--- config.mk ---
export PLATFORM = sky130hd
export DESIGN_NAME = countdown_timer_bcd
export DESIGN_NICKNAME = d
export VERILOG_FILES = /design/src/rtl/countdown_timer_bcd_pkg.sv /design/src/rtl/countdown_timer_bcd_digit.sv /design/src/rtl/countdown_timer_bcd.sv
export SDC_FILE = /design/constraint.sdc
export NUM_CORES = 1
export LEC_CHECK = 0
export CAP_MARGIN = 20
export CORE_UTILIZATION = 55
export CTS_CLUSTER_SIZE = 40
export DETAILED_ROUTE_END_ITERATION = 8
export GPL_TIMING_DRIVEN = 1
export PLACE_DENSITY = 0.81
export SYNTH_ARGS = -nofsm -noshare
export SYNTH_HDL_FRONTEND = slang
export SYNTH_SLANG_ARGS = --single-unit
--- constraint.sdc ---
create_clock -name clk -period 2.79 [get_ports clk]
set_input_delay 0.279 -clock clk [delete_from_list [all_inputs] [get_ports clk]]
set_output_delay 0.279 -clock clk [all_outputs]
set_load 0.005 [all_outputs]
--- src/rtl/countdown_timer_bcd_pkg.sv ---
// Shared encodings and BCD limits for the mm:ss countdown timer.
package countdown_timer_pkg;

   localparam int DIGIT_W = 4;
   localparam logic [DIGIT_W-1:0] DIGIT_MAX    = 4'd9;
   localparam logic [DIGIT_W-1:0] SEC_TENS_MAX = 4'd5;

   typedef enum logic [1:0] {
      ST_IDLE    = 2'd0,
      ST_RUNNING = 2'd1,
      ST_PAUSED  = 2'd2,
      ST_DONE    = 2'd3
   } state_e;

endpackage

--- src/rtl/countdown_timer_bcd_digit.sv ---
// One loadable BCD down-counting digit; wraps 0 -> MAXV and reports a borrow.
module bcd_down_digit
   import countdown_timer_pkg::*;
#(
   parameter logic [DIGIT_W-1:0] MAXV = DIGIT_MAX
) (
   input  logic               clk,
   input  logic               clear,
   input  logic               ld,
   input  logic [DIGIT_W-1:0] ld_val,
   input  logic               dec,
   output logic [DIGIT_W-1:0] q,
   output logic               borrow_out
);

   logic [DIGIT_W-1:0] q_q, q_d;

   always_comb begin
      // NOTE: q_d gets a default before any branch so no path can infer a latch.
      q_d = q_q;
      if (ld) begin
         q_d = ld_val;
      end else if (dec) begin
         q_d = (q_q == '0) ? MAXV : q_q - 1'b1;
      end
   end

   // NOTE: state registers use non-blocking assignment only.
   always_ff @(posedge clk or posedge clear) begin
      if (clear) q_q <= '0;
      else       q_q <= q_d;
   end

   assign q          = q_q;
   assign borrow_out = dec && (q_q == '0);

endmodule

--- src/rtl/countdown_timer_bcd.sv ---
// mm:ss BCD countdown timer: command decode, 1 Hz prescaler and run/pause/done FSM.
module countdown_timer_bcd
   import countdown_timer_pkg::*;
#(
   parameter int MIN_DIGITS    = 2,
   parameter int TICKS_PER_SEC = 50000000,
   parameter int TICK_W        = 26
) (
   input  logic                          clk,
   input  logic                          clear,
   input  logic                          load,
   input  logic                          start,
   input  logic                          pause,
   input  logic                          cancel,
   input  logic [DIGIT_W*MIN_DIGITS-1:0] min_in,
   input  logic [DIGIT_W-1:0]            sec_tens_in,
   input  logic [DIGIT_W-1:0]            sec_ones_in,
   output logic [DIGIT_W*MIN_DIGITS-1:0] min_out,
   output logic [DIGIT_W-1:0]            sec_tens_out,
   output logic [DIGIT_W-1:0]            sec_ones_out,
   output logic                          running,
   output logic                          paused,
   output logic                          done,
   output logic                          load_err,
   output logic                          zero
);

   localparam int MW = DIGIT_W * MIN_DIGITS;
   localparam logic [TICK_W-1:0] TICK_LAST = TICK_W'(TICKS_PER_SEC - 1);

   state_e              state_q, state_d;
   logic [TICK_W-1:0]   presc_q, presc_d;
   logic                running_q, paused_q, done_q, done_d, load_err_q, load_err_d;
   logic                dig_ld, dig_clr, tick, dec, load_ok, one_left;
   logic [MW-1:0]       min_q, min_ld_val;
   logic [DIGIT_W-1:0]  tens_q, ones_q, tens_ld_val, ones_ld_val;
   logic                ones_borrow, tens_borrow;
   logic [MIN_DIGITS:0] min_chain;
   logic                msd_borrow_unused;

   always_comb begin
      load_ok = (sec_tens_in <= SEC_TENS_MAX) && (sec_ones_in <= DIGIT_MAX);
      for (int i = 0; i < MIN_DIGITS; i++) begin
         if (min_in[DIGIT_W*i +: DIGIT_W] > DIGIT_MAX) load_ok = 1'b0;
      end
   end

   assign zero     = (min_q == '0) && (tens_q == '0) && (ones_q == '0);
   assign one_left = (min_q == '0) && (tens_q == '0) && (ones_q == DIGIT_W'(1));

   // Commands are resolved first; the tick only runs when the winning command left RUNNING untouched.
   always_comb begin
      state_d    = state_q;
      presc_d    = presc_q;
      dig_ld     = 1'b0;
      dig_clr    = 1'b0;
      tick       = 1'b0;
      dec        = 1'b0;
      done_d     = 1'b0;
      load_err_d = 1'b0;
      if (cancel) begin
         dig_ld  = 1'b1;
         dig_clr = 1'b1;
         presc_d = '0;
         state_d = ST_IDLE;
      end else if (load) begin
         if (state_q == ST_RUNNING) begin
            tick = 1'b1;
         end else if (load_ok) begin
            dig_ld  = 1'b1;
            presc_d = '0;
            state_d = ST_IDLE;
         end else begin
            load_err_d = 1'b1;
         end
      end else if (start) begin
         if ((state_q == ST_IDLE || state_q == ST_PAUSED) && !zero) begin
            if (state_q == ST_IDLE) presc_d = '0;
            state_d = ST_RUNNING;
         end else begin
            tick = (state_q == ST_RUNNING);
         end
      end else if (pause) begin
         if (state_q == ST_RUNNING) state_d = ST_PAUSED;
      end else begin
         tick = (state_q == ST_RUNNING);
      end

      if (tick) begin
         if (presc_q == TICK_LAST) begin
            presc_d = '0;
            dec     = !zero;
            if (one_left) begin
               state_d = ST_DONE;
               done_d  = 1'b1;
            end
         end else begin
            presc_d = presc_q + 1'b1;
         end
      end
   end

   always_ff @(posedge clk or posedge clear) begin
      if (clear) begin
         state_q    <= ST_IDLE;
         presc_q    <= '0;
         running_q  <= 1'b0;
         paused_q   <= 1'b0;
         done_q     <= 1'b0;
         load_err_q <= 1'b0;
      end else begin
         state_q    <= state_d;
         presc_q    <= presc_d;
         running_q  <= (state_d == ST_RUNNING);
         paused_q   <= (state_d == ST_PAUSED);
         done_q     <= done_d;
         load_err_q <= load_err_d;
      end
   end

   assign min_ld_val  = dig_clr ? '0 : min_in;
   assign tens_ld_val = dig_clr ? '0 : sec_tens_in;
   assign ones_ld_val = dig_clr ? '0 : sec_ones_in;

   bcd_down_digit #(.MAXV(DIGIT_MAX)) u_ones (
      .clk(clk), .clear(clear), .ld(dig_ld), .ld_val(ones_ld_val),
      .dec(dec), .q(ones_q), .borrow_out(ones_borrow)
   );

   bcd_down_digit #(.MAXV(SEC_TENS_MAX)) u_tens (
      .clk(clk), .clear(clear), .ld(dig_ld), .ld_val(tens_ld_val),
      .dec(ones_borrow), .q(tens_q), .borrow_out(tens_borrow)
   );

   assign min_chain[0] = tens_borrow;

   for (genvar i = 0; i < MIN_DIGITS; i++) begin : g_min
      bcd_down_digit #(.MAXV(DIGIT_MAX)) u_digit (
         .clk(clk), .clear(clear), .ld(dig_ld),
         .ld_val(min_ld_val[DIGIT_W*i +: DIGIT_W]),
         .dec(min_chain[i]), .q(min_q[DIGIT_W*i +: DIGIT_W]),
         .borrow_out(min_chain[i+1])
      );
   end

   // 00:00 is never decremented, so the top minute borrow cannot fire.
   assign msd_borrow_unused = min_chain[MIN_DIGITS];

   assign min_out      = min_q;
   assign sec_tens_out = tens_q;
   assign sec_ones_out = ones_q;
   assign running      = running_q;
   assign paused       = paused_q;
   assign done         = done_q;
   assign load_err     = load_err_q;

endmodule

# Yosys cells after proc, flatten, opt, wreduce, memory -nomap -nowiden
# Cells that the tools add are included.
# classes
n_addsub	5
mux	57
order_cmp	4
shifts	0
n_eq_ne	8
n_div	0
reduce_logical	24
bitwise	0
multipliers	0
# ops
op	n
26-bit two-way mux	9
4-bit two-way mux	14
26-bit by 1-bit adder with 26-bit output, second input constant	1
26-bit equality test, second input constant	1
1-bit two-way mux	22
2-bit two-way mux	11
4-bit zero test	4
4-bit by 1-bit subtractor with 4-bit output, second input constant	4
4-bit nonzero test	3
4-bit > comparator, second input constant	2
1-bit logical AND	8
8-bit zero test	1
8-bit two-way mux	1
2-bit nonzero test	4
5-bit AND reduction	1
2-bit by 1-bit equality test with 1-bit output, second input constant	2
2-bit equality test, second input constant	2
4-bit by 1-bit equality test with 1-bit output, second input constant	1
4-bit by 3-bit less-or-equal comparator with 1-bit output, second input constant	1
4-bit less-or-equal comparator, second input constant	1
4-bit by 1-bit != test with 1-bit output, second input constant	1
4-bit != test, second input constant	1
2-bit zero test	1
1-bit zero test	1
1-bit logical OR	1
# word_totals
ram_bits	0
ff_bits	48
n_memories	0
wordCells	108
output_inout_bits	21
romBits	0
latch_bits	0

# Longest topological paths before layout
# Gate-level depths: netlist of run 1.
# depth
word_depth	15
mapped_depth	7

# Hierarchy
# Synthesis of run 1 repeated with hierarchy kept, for this count alone.
# unflattened
hier_cells	326
hier_area_um2	2906.5
# by_module_without_submodules
module	area_per_inst_um2	n_inst	cells_each
countdown_timer_bcd	2026.9	1	235
bcd_down_digit (g_min[0].u_digit ...)	226.5	3	23
bcd_down_digit (u_tens)	200.2	1	22

# Worst setup path before layout of run 1
# No wires, ideal clock.
# synth_path
path_type	reg-to-reg
from	register presc_q[7]
to	register g_min[0].u_digit.q_q[0]
path_buffers	0
period_less_slack_ns	2.558
slack_ns	0.232
stages_incl_launch_ff	6
arrival_ns	2.430
path_cell_list	dfrtp_1 > or4_1 > or4_4 > or4b_4 > o21ai_2 > mux2_1
# synth_via
elab_chain_len	6
# synth_rtl
element	line_no	rtl
start: declaration	countdown_timer_bcd.sv:32	logic [TICK_W-1:0] presc_q, presc_d;
start signal: assignment	countdown_timer_bcd.sv:113	presc_q <= presc_d;
26-bit equality test	countdown_timer_bcd.sv:90	if (presc_q == TICK_LAST) begin
1-bit two-way mux	countdown_timer_bcd.sv:90	
1-bit two-way mux	countdown_timer_bcd.sv:89	if (tick) begin
1-bit logical AND (2 in a row)	countdown_timer_bcd_digit.sv:35	assign borrow_out = dec && (q_q == '0);
2-bit nonzero test (no line)	-	
end signal: assignment	countdown_timer_bcd_digit.sv:31	else q_q <= q_d;
end: declaration	countdown_timer_bcd_digit.sv:16	logic [DIGIT_W-1:0] q_q, q_d;
# No other way between the ends.
# A chain may end at the register's enable or synchronous reset.

# Worst setup path in the final report of run 1
# Ends and elaborated chain as after synthesis.

==> results of run 1 <==
-- cells in the mapped netlist (all sizes together) (2+ instances only) --
cell,number,area [µm²]
a211oi,2,15.01
or3b,2,17.52
a21o,5,37.54
nand4,9,56.30
a22o,6,52.55
xnor2,5,43.79
inv,14,52.55
nor2b,2,12.51
o211a,5,50.05
nand3,14,70.07
nand2b,3,18.77
clkbuf,13,48.80
a21oi,21,105.1
nor4bb,2,20.02
and3,11,68.82
nor2,15,56.30
nor3b,2,15.01
and4,4,35.03
or4,7,56.30
dfrtp,48,1201
a211o,3,26.28
nand3b,2,15.01
o21a,2,15.01
nor3,15,75.07
mux2,2,22.52
a31oi,16,100.1
nor4,11,75.07
and2,6,37.54
o21ai,28,143.9
o2bb2ai,4,35.03
or3,4,25.02
a2bb2oi,5,43.79
nand2,33,123.9
-- cell families (layout without fill, tap and decap cells) --
| group | Yosys count | count (layout) |
|---|---|---|
| simple gates | 144 | 144 |
| compound gates | 109 | 109 |
| fa+ha+maj | 1 | 1 |
| flops | 48 | 48 |
| xor+xnor | 5 | 5 |
| mux | 3 | 3 |
| buf+inv | 28 | 80 |
-- per-layer routing --
| metal | up-vias | share of wire |
|---|---|---|
| met2 | 70 | 0.49 |
| met5 | - | 0 |
| met4 | 0 | 0.018 |
| met3 | 11 | 0.039 |
| li1 | 1400 | - |
| met1 | 1420 | 0.45 |
-- layout make-up --
class                           count  share of cell area
Timing Repair Buffer               59              0.1552
Inverter                           14             0.01455
Multi-Input combinational cell    262              0.4520
Clock buffer                        6             0.02009
Clock inverter                      1            0.001386
Tap cell                           70             0.02425
Sequential cell                    48              0.3325
-- through the flow --
step / power (mW) / util / hold slack (ps) / setup slack (ps)
2_1_floorplan: 0.9386 / - / 391.5 / 232.4
6_report: 1.475 / 0.7073 / 314.6 / 97.86
4_1_cts: 1.481 / 0.7043 / 314.9 / 75.20
3_5_place_dp: 1.090 / 0.6891 / 500.3 / 49.57
3_3_place_gp: 1.081 / 0.6891 / 489.9 / 119.3
5_1_grt: 1.548 / 0.7073 / 375.7 / 16.02
-- critical path, cell delays in order, from the launching register on --
cell,delay [ps]
dfrtp_1,440
or4_1,560
or4_4,470
or4b_4,580
o21ai_4,200
mux2_1,330
-- final timing paths --
check	to	slack [ps]	start	cells past startpoint
max	g_min[0].u_digit.q[0]$_DFFE_PP0P_	100	presc_q[7]$_DFFE_PP0P_	5
min	paused$_DFF_PP0_	310	clear	2
max reg2reg	g_min[0].u_digit.q[0]$_DFFE_PP0P_	100	presc_q[7]$_DFFE_PP0P_	5
min reg2reg	presc_q[21]$_DFFE_PP0P_	520	presc_q[21]$_DFFE_PP0P_	1
max in group asynchronous	g_min[1].u_digit.q[2]$_DFFE_PP0P_	1770	clear	3
min in group clk	presc_q[21]$_DFFE_PP0P_	520	presc_q[21]$_DFFE_PP0P_	1
-- state kept, by name, indices dropped and copies added (netlist names), 2 cells and up --
register         flops
state_q              2
u_ones.q             4
presc_q             26
u_tens.q             4
g_min.u_digit.q      8
-- power by group through the flow --
| stage | combinational [mW] | sequential [mW] | clock, mW |
|---|---|---|---|
| after CTS | 0.303 | 0.775 | 0.403 |
| after global placement | 0.295 | 0.787 | 0 |
| after detailed placement | 0.301 | 0.789 | 0 |
| after floorplan | 0.161 | 0.778 | 0 |
| final | 0.308 | 0.777 | 0.391 |
| after global routing | 0.339 | 0.783 | 0.426 |
-- what timing repair did --
item	CTS	global route
setup endpoints to repair	0	2
resized for setup	0	1
hold buffers	0	0
==> impl_metrics.yaml, run 1 <==
yosys:
  synth_fa_ha_area_frac: 0.004266
  ys_seq_elements: 48
  synth_xor_area_frac: 0.01493
  syn_area_per_cell_um2: 8.677
  yosys.area_share.simple: 0.2730
  synthArstFlopShare: 1.000
  ys_seq_area_frac: 0.4096
  mappedNetlistArea_um2: 2933
  ys.flop_type: "dfrtp_1"
  syn-num-nets: 361
  synth_edf_count: 0
  synth_top_family_by_area: "simple AND/OR/NAND/NOR gates"
  synth_cell_types: 54
  synth.area.mux_share: 0.01109
  yosysWarningCount: 0
  synth-compound-area-share: 0.2509
  syn_inst: 338
die:
  die_w_um: 75.03
  die_height_um: 75.03
  start_util: 0.5742
  dieArea_um2: 5629
  core_area_um2: 5107
  row_count: 26
  io-pin-count: 43
pwr:
  power_leakage_nw: 1.537
  internal_power_mw: 1.053
  vdd_drop_max_uv: 275.7
  power_density_nw_per_um2: 408.4
  pwr-share-seq: 0.526
  p_sw_frac: 0.2862
  power_frac_comb: 0.209
  clockPowerShare: 0.265
  p_sw_mw: 0.4221
final_layout:
  nets: 413
  final_area_um2: 3612
  multi_input_area_um2: 1633
  num_antenna_cells: 0
  syn_to_final_growth_pct: 23.17
  drive_above_1_share: 0.08462
  seqCellArea_um2: 1201
  fin_cells: 460
  n_fill_cell: 431
  final_cell_mix: "48 x dfrtp_1, 42 x clkdlybuf4s50_1, 33 x nand2_1"
  final_common_cell: "dfrtp_1"
worst_setup_path:
  cp.arrival_ps: 2880
  critPathKind: "flop to flop"
  endpoint_kind: "flop"
  startpoint_type: "flop"
  cp.required_ps: 2980
  crit_fanout: 6
global_route:
  top_usage_layer: "met2"
  grt_util_met3: 0.04284
  antenna_found_initial: 0
  grt_usage: 0.2909
  grt_overflow: 0
  grtUsageMet2: 0.4865
  met1_usage: 0.3769
  grt_pass1_wl_um: 12320
  grt_max_degree: 27
  grt_pass1_vias: 2651
cts:
  clock_sinks: 48
  htreeDepth: 2
  cts_root_buf: "clkbuf_8"
  cts_tree: "built"
  cts_setup_buffers: 0
  clk_path_buf_depth: 2
  path_clk_slew_ps: 80
  numCtsBuffers: 5
  clock_latency_ps: 300
sta:
  setup_tns_ps: 0
  min_period_ps: 2692
  slew_violations: 0
  hold_viol_final: 0
  max_clock_freq_mhz: 371.5
  worstMarginPinSlew_ps: 807.3
  max_slew_margin: 0.4618
  period_share: 0.9649
  rsz0062_at_grt: "false"
  skew_ps: 4.083
  setup_violations: 0
place:
  dp.cells: 452
  place_congestion: 0.8494
  place_hpwl_um: 5671
  place.port_buffers: 42
  place_area_um2: 3520
route:
  ant_nets: 0
  vias: 2901
  drc: 0
  drt_iter0_drc: 217
  routed_wirelength_um: 7683
  vias_per_cell: 6.307
  first_pass_iters: 4
  wl_per_cell_um: 16.70
run:
  max-cap-violations: 0
min_path:
  min_path_type: "primary input to async pin"
outcome:
  status: "finished clean"
No activity file was read; power rests on OpenSTA's default activity.
==> run 2, diff against run 1 <==
--- a/config.mk
+++ b/config.mk
@@ -11,6 +11,7 @@
 export DETAILED_ROUTE_END_ITERATION = 8
 export GPL_TIMING_DRIVEN = 1
 export PLACE_DENSITY = 0.81
+export SKIP_CTS_REPAIR_TIMING = 1
 export SYNTH_ARGS = -nofsm -noshare
 export SYNTH_HDL_FRONTEND = slang
 export SYNTH_SLANG_ARGS = --single-unit
==> results of run 2 <==
The final DEF is identical to that of run 1; final timing and power are the same.
